File: src/rtl/mem_arbiter_pkg.sv
// Shared definitions for the two-master memory arbiter: default bus widths,
// owner encodings and a small helper for the round-robin handover.
package mem_arbiter_pkg;

  localparam int AW_DEF = 8;
  localparam int DW_DEF = 8;

  // Owner encoding is one-hot over the two masters so each grant is a
  // single flop bit; OWN_NONE means nobody holds the port.
  typedef enum logic [1:0] {
    OWN_NONE = 2'b00,
    OWN_M0   = 2'b01,
    OWN_M1   = 2'b10
  } owner_t;

  // The master that is not o; OWN_NONE maps to OWN_NONE.
  function automatic owner_t other_owner(input owner_t o);
    owner_t r;
    case (o)
      OWN_M0:  r = OWN_M1;
      OWN_M1:  r = OWN_M0;
      default: r = OWN_NONE;
    endcase
    return r;
  endfunction

endpackage

File: src/rtl/mem_arbiter_if.sv
// Bus bundle between the two masters, the arbiter and memory2.
//
// Handshake: a master raises mX_req with addr/wdata/write/lock valid for the
// cycle. A transfer happens in every cycle where mX_gnt and mX_req are both
// high; there is no separate ready. Read data comes back on mX_rdata in the
// cycle after the transfer, qualified by mX_rvalid (rdata is 0 otherwise).
// The memory side presents one address per cycle and returns mem_from_memory
// one cycle later.
interface mem_arbiter_if
  import mem_arbiter_pkg::*;
#(
  parameter int AW = AW_DEF,
  parameter int DW = DW_DEF
) ();

  logic          m0_req;
  logic [AW-1:0] m0_addr;
  logic [DW-1:0] m0_wdata;
  logic          m0_write;
  logic          m0_lock;
  logic          m0_gnt;
  logic [DW-1:0] m0_rdata;
  logic          m0_rvalid;

  logic          m1_req;
  logic [AW-1:0] m1_addr;
  logic [DW-1:0] m1_wdata;
  logic          m1_write;
  logic          m1_lock;
  logic          m1_gnt;
  logic [DW-1:0] m1_rdata;
  logic          m1_rvalid;

  logic [AW-1:0] mem_address;
  logic [DW-1:0] mem_to_memory;
  logic          mem_write;
  logic [DW-1:0] mem_from_memory;

  // Arbiter side: consumes requests, drives grants, read returns and memory.
  modport slave (
    input  m0_req, m0_addr, m0_wdata, m0_write, m0_lock,
    output m0_gnt, m0_rdata, m0_rvalid,
    input  m1_req, m1_addr, m1_wdata, m1_write, m1_lock,
    output m1_gnt, m1_rdata, m1_rvalid,
    output mem_address, mem_to_memory, mem_write,
    input  mem_from_memory
  );

  // Environment side: the masters plus memory2.
  modport master (
    output m0_req, m0_addr, m0_wdata, m0_write, m0_lock,
    input  m0_gnt, m0_rdata, m0_rvalid,
    output m1_req, m1_addr, m1_wdata, m1_write, m1_lock,
    input  m1_gnt, m1_rdata, m1_rvalid,
    input  mem_address, mem_to_memory, mem_write,
    output mem_from_memory
  );

endinterface

File: src/rtl/mem_arbiter_mux.sv
// Combinational port mux: forwards the owning master's address, write data
// and write strobe to memory2, but only in a cycle that is a real transfer
// (grant and request both high). Idle cycles drive all zeros.
module mem_port_mux #(
  parameter int AW = 8,
  parameter int DW = 8
) (
  input  logic          m0_gnt,
  input  logic          m0_req,
  input  logic          m0_write,
  input  logic [AW-1:0] m0_addr,
  input  logic [DW-1:0] m0_wdata,
  input  logic          m1_gnt,
  input  logic          m1_req,
  input  logic          m1_write,
  input  logic [AW-1:0] m1_addr,
  input  logic [DW-1:0] m1_wdata,
  output logic [AW-1:0] address,
  output logic [DW-1:0] to_memory,
  output logic          write,
  output logic          m0_xfer,
  output logic          m1_xfer
);

  assign m0_xfer = m0_gnt & m0_req;
  assign m1_xfer = m1_gnt & m1_req;

  // Select the transferring master; grants are exclusive so order is moot.
  always_comb begin
    address   = '0;
    to_memory = '0;
    write     = 1'b0;
    if (m0_xfer) begin
      address   = m0_addr;
      to_memory = m0_wdata;
      write     = m0_write;
    end else if (m1_xfer) begin
      address   = m1_addr;
      to_memory = m1_wdata;
      write     = m1_write;
    end
  end

endmodule

File: src/rtl/mem_arbiter.sv
// Two-master round-robin arbiter in front of memory2. One master owns the
// port at a time; ownership is bounded by MAX_HOLD consecutive transfers
// while the other master waits, unless the owner holds its lock. Reads
// return one cycle after their transfer, tagged to the issuing master even
// if the grant has moved on.
module mem_arbiter
  import mem_arbiter_pkg::*;
#(
  parameter int AW       = AW_DEF,
  parameter int DW       = DW_DEF,
  parameter int MAX_HOLD = 4
) (
  input  logic          clk,
  input  logic          reset,
  mem_arbiter_if.slave  bus,
  output owner_t        owner_state
);

  localparam int HW = $clog2(MAX_HOLD + 1);

  owner_t        owner;
  owner_t        last;
  logic [HW-1:0] hold_cnt;
  logic [HW-1:0] hold_inc;
  logic          m0_xfer;
  logic          m1_xfer;
  logic          own_req;
  logic          oth_req;
  logic          own_lock;
  logic          under_limit;
  logic          keep;
  logic          m0_rvalid_q;
  logic          m1_rvalid_q;

  mem_port_mux #(
    .AW (AW),
    .DW (DW)
  ) u_mux (
    .m0_gnt    (bus.m0_gnt),
    .m0_req    (bus.m0_req),
    .m0_write  (bus.m0_write),
    .m0_addr   (bus.m0_addr),
    .m0_wdata  (bus.m0_wdata),
    .m1_gnt    (bus.m1_gnt),
    .m1_req    (bus.m1_req),
    .m1_write  (bus.m1_write),
    .m1_addr   (bus.m1_addr),
    .m1_wdata  (bus.m1_wdata),
    .address   (bus.mem_address),
    .to_memory (bus.mem_to_memory),
    .write     (bus.mem_write),
    .m0_xfer   (m0_xfer),
    .m1_xfer   (m1_xfer)
  );

  // Grants are straight decodes of the owner register (one-hot encoding).
  assign bus.m0_gnt  = (owner == OWN_M0);
  assign bus.m1_gnt  = (owner == OWN_M1);
  assign owner_state = owner;

  // Hold count as it will stand after this cycle's transfer, saturating.
  always_comb begin
    hold_inc = hold_cnt;
    if ((m0_xfer | m1_xfer) && (hold_cnt < HW'(MAX_HOLD))) begin
      hold_inc = hold_cnt + HW'(1);
    end
  end

  // View the request/lock inputs from the current owner's perspective; a
  // non-owner's lock never reaches the decision.
  always_comb begin
    own_req  = 1'b0;
    oth_req  = 1'b0;
    own_lock = 1'b0;
    case (owner)
      OWN_M0: begin
        own_req  = bus.m0_req;
        oth_req  = bus.m1_req;
        own_lock = bus.m0_lock;
      end
      OWN_M1: begin
        own_req  = bus.m1_req;
        oth_req  = bus.m0_req;
        own_lock = bus.m1_lock;
      end
      default: ;
    endcase
  end

  assign under_limit = (hold_inc < HW'(MAX_HOLD));
  assign keep        = own_req & (own_lock | under_limit | ~oth_req);

  // Owner FSM with hold counter and last-owner memory for tie-breaking.
  always_ff @(posedge clk or posedge reset) begin
    if (reset) begin
      owner    <= OWN_NONE;
      last     <= OWN_M1;
      hold_cnt <= '0;
    end else begin
      case (owner)
        OWN_NONE: begin
          hold_cnt <= '0;
          if (bus.m0_req && (!bus.m1_req || last == OWN_M1)) begin
            owner <= OWN_M0;
            last  <= OWN_M0;
          end else if (bus.m1_req) begin
            owner <= OWN_M1;
            last  <= OWN_M1;
          end
        end
        OWN_M0, OWN_M1: begin
          if (keep) begin
            hold_cnt <= hold_inc;
          end else if (oth_req) begin
            owner    <= other_owner(owner);
            last     <= other_owner(owner);
            hold_cnt <= '0;
          end else begin
            owner    <= OWN_NONE;
            hold_cnt <= '0;
          end
        end
        default: begin
          owner    <= OWN_NONE;
          hold_cnt <= '0;
        end
      endcase
    end
  end

  // Read tag: remember which master issued a read so its data returns to
  // it next cycle regardless of where the grant has gone.
  always_ff @(posedge clk or posedge reset) begin
    if (reset) begin
      m0_rvalid_q <= 1'b0;
      m1_rvalid_q <= 1'b0;
    end else begin
      m0_rvalid_q <= m0_xfer & ~bus.m0_write;
      m1_rvalid_q <= m1_xfer & ~bus.m1_write;
    end
  end

  assign bus.m0_rvalid = m0_rvalid_q;
  assign bus.m1_rvalid = m1_rvalid_q;
  assign bus.m0_rdata  = m0_rvalid_q ? bus.mem_from_memory : '0;
  assign bus.m1_rdata  = m1_rvalid_q ? bus.mem_from_memory : '0;

endmodule

File: src/flat_wrapper.sv
// flat-port wrapper written by rule: the top's interface ports become plain ports
module mem_arbiter_flat import mem_arbiter_pkg::*;
#(
  parameter int AW       = AW_DEF,
  parameter int DW       = DW_DEF,
  parameter int MAX_HOLD = 4
)
  (clk, reset, owner_state, bus_m0_req, bus_m0_addr, bus_m0_wdata, bus_m0_write, bus_m0_lock, bus_m0_gnt, bus_m0_rdata, bus_m0_rvalid, bus_m1_req, bus_m1_addr, bus_m1_wdata, bus_m1_write, bus_m1_lock, bus_m1_gnt, bus_m1_rdata, bus_m1_rvalid, bus_mem_address, bus_mem_to_memory, bus_mem_write, bus_mem_from_memory);
  mem_arbiter_if #(.AW(AW), .DW(DW)) bus_i ();
  input  logic clk;
  input  logic reset;
  output owner_t owner_state;
  input wire logic [$bits(bus_i.m0_req)-1:0] bus_m0_req;
  input wire logic [$bits(bus_i.m0_addr)-1:0] bus_m0_addr;
  input wire logic [$bits(bus_i.m0_wdata)-1:0] bus_m0_wdata;
  input wire logic [$bits(bus_i.m0_write)-1:0] bus_m0_write;
  input wire logic [$bits(bus_i.m0_lock)-1:0] bus_m0_lock;
  output wire logic [$bits(bus_i.m0_gnt)-1:0] bus_m0_gnt;
  output wire logic [$bits(bus_i.m0_rdata)-1:0] bus_m0_rdata;
  output wire logic [$bits(bus_i.m0_rvalid)-1:0] bus_m0_rvalid;
  input wire logic [$bits(bus_i.m1_req)-1:0] bus_m1_req;
  input wire logic [$bits(bus_i.m1_addr)-1:0] bus_m1_addr;
  input wire logic [$bits(bus_i.m1_wdata)-1:0] bus_m1_wdata;
  input wire logic [$bits(bus_i.m1_write)-1:0] bus_m1_write;
  input wire logic [$bits(bus_i.m1_lock)-1:0] bus_m1_lock;
  output wire logic [$bits(bus_i.m1_gnt)-1:0] bus_m1_gnt;
  output wire logic [$bits(bus_i.m1_rdata)-1:0] bus_m1_rdata;
  output wire logic [$bits(bus_i.m1_rvalid)-1:0] bus_m1_rvalid;
  output wire logic [$bits(bus_i.mem_address)-1:0] bus_mem_address;
  output wire logic [$bits(bus_i.mem_to_memory)-1:0] bus_mem_to_memory;
  output wire logic [$bits(bus_i.mem_write)-1:0] bus_mem_write;
  input wire logic [$bits(bus_i.mem_from_memory)-1:0] bus_mem_from_memory;
  assign bus_i.m0_req = bus_m0_req;
  assign bus_i.m0_addr = bus_m0_addr;
  assign bus_i.m0_wdata = bus_m0_wdata;
  assign bus_i.m0_write = bus_m0_write;
  assign bus_i.m0_lock = bus_m0_lock;
  assign bus_m0_gnt = bus_i.m0_gnt;
  assign bus_m0_rdata = bus_i.m0_rdata;
  assign bus_m0_rvalid = bus_i.m0_rvalid;
  assign bus_i.m1_req = bus_m1_req;
  assign bus_i.m1_addr = bus_m1_addr;
  assign bus_i.m1_wdata = bus_m1_wdata;
  assign bus_i.m1_write = bus_m1_write;
  assign bus_i.m1_lock = bus_m1_lock;
  assign bus_m1_gnt = bus_i.m1_gnt;
  assign bus_m1_rdata = bus_i.m1_rdata;
  assign bus_m1_rvalid = bus_i.m1_rvalid;
  assign bus_mem_address = bus_i.mem_address;
  assign bus_mem_to_memory = bus_i.mem_to_memory;
  assign bus_mem_write = bus_i.mem_write;
  assign bus_i.mem_from_memory = bus_mem_from_memory;
  mem_arbiter #(.AW(AW), .DW(DW), .MAX_HOLD(MAX_HOLD)) u_core (.clk(clk), .reset(reset), .bus(bus_i), .owner_state(owner_state));
endmodule
File: config.mk
export PLATFORM = sky130hd
export DESIGN_NAME = mem_arbiter_flat
export DESIGN_NICKNAME = d
export VERILOG_FILES = /design/src/rtl/mem_arbiter_pkg.sv /design/src/rtl/mem_arbiter_if.sv /design/src/rtl/mem_arbiter_mux.sv /design/src/rtl/mem_arbiter.sv /design/src/flat_wrapper.sv
export SDC_FILE = /design/constraint.sdc
export NUM_CORES = 1
export LEC_CHECK = 0
export ABC_CLOCK_PERIOD_IN_PS = 5610
export CORE_AREA = 4 4 59 61
export DETAILED_ROUTE_END_ITERATION = 10
export DIE_AREA = 0 0 63 65
export PLACE_DENSITY = 0.82
export SETUP_SLACK_MARGIN = 0.15
export SLEW_MARGIN = 20
export SYNTH_ARGS = -nofsm -noshare
export SYNTH_HDL_FRONTEND = slang
export SYNTH_SLANG_ARGS = --single-unit
File: constraint.sdc
create_clock -name clk -period 5.61 [get_ports clk]
set_input_delay 0.561 -clock clk [delete_from_list [all_inputs] [get_ports clk]]
set_output_delay 0.561 -clock clk [all_outputs]
set_load 0.02 [all_outputs]
# After elaboration in Yosys (flattened, before gate mapping)
# Cells that the tools add are included.
classes:
  bitwise: 11
  n_eq_ne: 6
  shift: 0
  n_addsub: 1
  n_mul: 0
  reduce_logical: 9
  magnitude_cmp: 2
  muxes: 23
  div: 0
ops:
  columns: ["operator", "n"]
  rows:
  - ["two-way mux 8 bit", 6]
  - ["two-way mux 2 bit", 6]
  - ["one-hot mux 2 bit (2 select lines)", 3]
  - ["two-way mux 3 bit", 3]
  - ["< comparator 3 bit, second input constant", 2]
  - ["one-hot mux 1 bit (2 select lines)", 3]
  - ["AND 1 bit", 5]
  - ["== test 2 bit, second input constant", 2]
  - ["AND reduction 4 bit", 1]
  - ["adder 3 x 1 -> 3 bit, second input constant", 1]
  - ["inequality test 3 x 2 -> 1 bit, second input constant", 1]
  - ["NOT 1 bit", 3]
  - ["bitwise OR 1 bit", 3]
  - ["== test 2 x 1 -> 1 bit, second input constant", 1]
  - ["logical AND 1 bit", 2]
  - ["logical NOT 2 bit", 1]
  - ["two-way mux 1 bit", 2]
  - ["inequality test 2 x 1 -> 1 bit, second input constant", 1]
  - ["inequality test 2 bit, second input constant", 1]
  - ["AND reduction 2 bit", 1]
  - ["nonzero test 2 bit", 1]
  - ["OR reduction 2 bit", 1]
  - ["logical NOT 1 bit", 1]
  - ["logical OR 1 bit", 1]
word_totals:
  romBits: 0
  n_memories: 0
  in_bits: 48
  latchBits: 0
  mem_bits_rw: 0
  regBits: 9

# Depth between registers and ports, before layout
depth:
  depth_word: 11
  depth_mapped: 7
  depth_no_buf: 6

# Modules after synthesis
# A second synthesis with hierarchy kept.
hier_totals:
  cells_unflattened: 139
  area_unflattened_um2: 1068.5
modules_own_cells:
  columns: ["module", "instances", "cells_each", "area_each_um2"]
  rows:
  - ["mem_arbiter", 1, 76, 686.9]
  - ["mem_port_mux", 1, 63, 381.6]

# Least setup slack after synthesis
# Ideal clock, no wire load.
synth_timing:
  kind: "reg-to-output"
  start: "register u_core.owner[1] (netlist: u_core.owner_state[1])"
  end: "output bus_mem_address[0]"
  path_buffers: 2
  stages_incl_launch_ff: 8
  path_slack_ps: 3116
  arrival_ps: 1933
  cell_sequence: "dfrtp_1 -> inv_1 -> ha_1 -> and2_1 -> buf_2 -> nor2_2 -> buf_2 -> a22o_1"
synth_rtl:
  columns: ["element", "line_no", "text"]
  rows:
  - ["start, declared", "mem_arbiter.sv:21", "owner_t owner;"]
  - ["start signal, assigned", "mem_arbiter.sv:115", "owner <= other_owner(owner);"]
  - ["== test 2 x 1 -> 1 bit", "mem_arbiter.sv:57", "assign bus.m0_gnt = (owner == OWN_M0);"]
  - ["net bus_m0_gnt", "flat_wrapper.sv:18", "output wire logic [$bits(bus_i.m0_gnt)-1:0] bus_m0_gnt;"]
  - ["AND 1 bit", "mem_arbiter_mux.sv:25", "assign m0_xfer = m0_gnt & m0_req;"]
  - ["two-way mux 8 bit", "mem_arbiter_mux.sv:33", "if (m0_xfer) begin"]
  - ["end, declared", "flat_wrapper.sv:29", "output wire logic [$bits(bus_i.mem_address)-1:0] bus_mem_address;"]
# The timed path passes the listed nets, and every way through them passes these cells.

# Worst setup path after layout
layout_timing:
  start: "input bus_m0_req"
  end: "output bus_mem_to_memory[7]"
layout_via:
  elab_chain_cells: 2
layout_rtl:
  columns: ["element", "line_no", "text"]
  rows:
  - ["start, declared", "flat_wrapper.sv:13", "input wire logic [$bits(bus_i.m0_req)-1:0] bus_m0_req;"]
  - ["AND 1 bit", "mem_arbiter_mux.sv:25", null]
  - ["two-way mux 8 bit", "mem_arbiter_mux.sv:33", null]
  - ["end, declared", "flat_wrapper.sv:30", "output wire logic [$bits(bus_i.mem_to_memory)-1:0] bus_mem_to_memory;"]
# Every way passes these cells.

==> metrics.log <==
INFO  metric grt-ovfl-total = 0
INFO  metric status = finished, final reports clean
INFO  metric slowest_stage = sky130_fd_sc_hd__clkdlybuf4s50_1
INFO  metric post-dp-hpwl = 2.915 mm
INFO  metric critical_path.n_buffers_inverters = 2
INFO  metric crit_top_cell = sky130_fd_sc_hd__clkdlybuf4s50_1
INFO  metric die-width = 63 um
INFO  metric areaGrowthSynthToFinish = 97.38%
INFO  metric io_pins = just under 90
INFO  metric clockRootBuffer = sky130_fd_sc_hd__clkbuf_4
INFO  metric syn_avg_cell_area = ~9 um^2
INFO  metric cts_tree = built
INFO  metric edff_count_synth = 0
INFO  metric totalNegativeSetupSlack = 0 ps
INFO  metric cts.hold.buffers_added = 0
INFO  metric detail_route.drc_violations = 0
INFO  metric crit_path_cell_trace = clkdlybuf4s50_1 > and2_1 > nor2_2 > a22o_1 > clkdlybuf4s50_1
INFO  metric post_route_minimum_period = 3550 ps
INFO  metric synth-seq-cells = 9
INFO  metric netlist_area = roughly 910 um^2
INFO  metric crit_arrival = 2990 ps
INFO  metric post-synth-top-count-cell = sky130_fd_sc_hd__a22o_1
INFO  metric rsz_0062_raised_after_global_routing = no
INFO  metric final_layout_size_suffix_gt1_share = about 5.9%
INFO  metric yosys_warnings = 0
INFO  metric die_height = 65 um
INFO  metric cts_post_setup_buffers_inserted = 0
INFO  metric crit_path_max_incr_delay = 610 ps
INFO  metric synth_top_cells_by_area = sky130_fd_sc_hd__dfrtp_1 (22%), sky130_fd_sc_hd__a22o_1 (17%), sky130_fd_sc_hd__and2_1 (12%), sky130_fd_sc_hd__ha_1 (6.9%), sky130_fd_sc_hd__dfstp_2 (2.9%)
INFO  metric setup.worst_path.start_class = input pin
INFO  metric maxCapViolations = 0
INFO  metric crit_family = buffers and inverters
INFO  metric pwr_density_cell = roughly 320 mW/mm^2
INFO  metric rrSetupSlack = 3610 ps
INFO  metric drt-total-wl = ~3.4 mm
INFO  metric crit_fanout = 19
INFO  metric gp_routability_congestion = between 0.9 and 1
INFO  metric clock_skew = between 6 and 7 ps
INFO  metric post_layout_instance_area = approximately 0.0018 mm^2
INFO  metric post_dp_cell_area = about 0.0018 mm^2
INFO  metric setup.worst_path.end_class = primary output
INFO  metric asr_flop_ratio_synth = 100.0%
INFO  metric netlist.area_leader.share = approximately 22%
INFO  metric worst-setup-path-type = in -> out
INFO  metric post_cts_resized = 0
INFO  metric grt_pass1_wl = approximately 5.5 mm
INFO  metric final-setup-viol-count = 0
INFO  metric core_area = approximately 0.0030 mm^2
INFO  metric report.final.hold_viol_count = 0
INFO  metric dp_slack = between 2000 and 2500 ps
INFO  metric achievable-frequency = 281.7 MHz
INFO  metric cts_inserted_buffers = 3
INFO  metric start_util = between 30% and 40%
INFO  metric final_net_count = 240
INFO  metric synth_sequential_area_ratio = 24.97%
INFO  metric synth_fp_nets = 156
INFO  metric fp.dieArea = a little over 0.004 mm^2
INFO  metric hold_path.class = reg -> reg
INFO  metric final.period_utilization = 63.29%
INFO  metric ant_nets = 0
INFO  metric post-route-worst-setup-slack = approximately 2100 ps
INFO  metric vdd_ir_drop_max = approximately 0.00013 V
INFO  metric post_synth_most_frequent_cells = sky130_fd_sc_hd__a22o_1 (18), sky130_fd_sc_hd__and2_1 (17), sky130_fd_sc_hd__dfrtp_1 (8)
INFO  metric clk_pin_slew_worst_paths = around 60 ps
INFO  metric first_global_vias = between 1,000 and 1,500
INFO  metric slew-limit-headroom = 58.21%
INFO  metric wl_per_cell = roughly 15 um
INFO  metric first_pass_iters = 4
INFO  metric ant_diodes = 0
INFO  metric detailroute.via_count = 1,117
INFO  metric synth_top_flop_cell = sky130_fd_sc_hd__dfrtp_1
INFO  metric drv_slew = 0
INFO  metric antenna_found_initial = 0
INFO  metric cts_num_sinks = 9
INFO  metric crit_required = roughly 5000 ps
INFO  metric rows = 20
INFO  metric tightest_slew = approximately 630 ps
INFO  metric detail_route.vias_per_cell = between 5 and 6
INFO  metric yosys.area.top_type = sky130_fd_sc_hd__dfrtp_1
INFO  metric pin_count_of_the_biggest_net_entering_global_routing = 20
INFO  metric cellLeakagePower = between 0.0007 and 0.0008 uW
INFO  metric synth_cells = slightly above 100
INFO  metric clkLatencyLatePin = approximately 260 ps
INFO  metric htree_num_levels = 1
INFO  metric drt_iter0_markers = 20
INFO  metric grt_util_all_layers = ~17%
INFO  metric worst_hold_slack = approximately 490 ps
INFO  metric yosys.cell_types.count = 34
INFO  metric port_buffers = 86
INFO  metric cts_buffer_depth = 2
[metrics by stage]
step                power [uW]  cells  util [%]
floorplan                375.7    103         -
global placement         521.9    215     59.24
detailed placement       530.1    215     59.24
CTS                      582.7    219     60.13
global route             626.8    219     60.13
finish                   580.0    219     60.13
[where the power goes]
group          total (uW)  switching (uW)  internal (uW)  leakage (uW)
clock network        50.0            22.6           27.4     0.0000150
registers             103            16.8           85.9      0.000117
logic                 427             216            212      0.000589
[worst min-delay path, stage by stage (launching register included)]
cell,delay (ps)
sky130_fd_sc_hd__dfstp_2,370
sky130_fd_sc_hd__nand2b_1,60
sky130_fd_sc_hd__o2bb2ai_1,60
[area by class of cell]
type | count | area [um^2]
clock buffers | 4 | 26.28
fillers | 244 | 1187
inverters | 4 | 15.01
multi-input cells | 83 | 620.6
flip-flops and latches | 9 | 226.5
well taps | 33 | 41.29
repair buffers | 86 | 860.8
[metal layers]
metal,GRT usage [%],vias to the layer above,wire length (um)
met5,0,-,0
met4,8.815,0,70
met3,8.492,9,395
met2,32.41,63,1812
met1,15.08,502,1097
li1,-,543,-
[cell families after synthesis]
group | count (synthesis) | synth area share [%]
AND/OR/NAND/NOR | 39 | 24.14
AO/OA/AOI/OAI | 36 | 33.66
buffers and inverters | 11 | 6.620
flip-flops | 9 | 24.97
adder cells (fa/ha/maj) | 5 | 6.897
multiplexers | 2 | 2.758
XOR/XNOR | 1 | 0.9657
[flip-flops by register name, indices dropped and copies added (netlist names)]
register              cells
u_core.hold_cnt           3
u_core.last               2
u_core.owner_state        2
u_core.bus.m0_rvalid      1
u_core.bus.m1_rvalid      1
[final timing paths]
kind	from	cells after the start	endpoint
max in group asynchronous	reset	2	u_core.last[1]
setup reg to reg	u_core.owner_state[0]	6	u_core.owner_state[0]
hold reg to reg	u_core.last[1]	2	u_core.last[1]
min in group asynchronous	reset	2	u_core.hold_cnt[0]
setup / recovery	bus_m0_req	5	bus_mem_to_memory[7]
hold / removal	u_core.last[1]	2	u_core.last[1]
[cell usage in the layout, fill, tap and decap left out, types with 3 or more instances in the layout]
cell type,n
sky130_fd_sc_hd__ha_1,5
sky130_fd_sc_hd__and2_1,17
sky130_fd_sc_hd__a22o_1,18
sky130_fd_sc_hd__nand2_1,3
sky130_fd_sc_hd__nand2b_1,3
sky130_fd_sc_hd__a21oi_1,5
sky130_fd_sc_hd__clkdlybuf4s50_1,86
sky130_fd_sc_hd__dfrtp_1,8
sky130_fd_sc_hd__inv_1,4
sky130_fd_sc_hd__nor2_1,7
sky130_fd_sc_hd__clkbuf_4,3
Note: power is estimated with default switching activity, not from simulation.
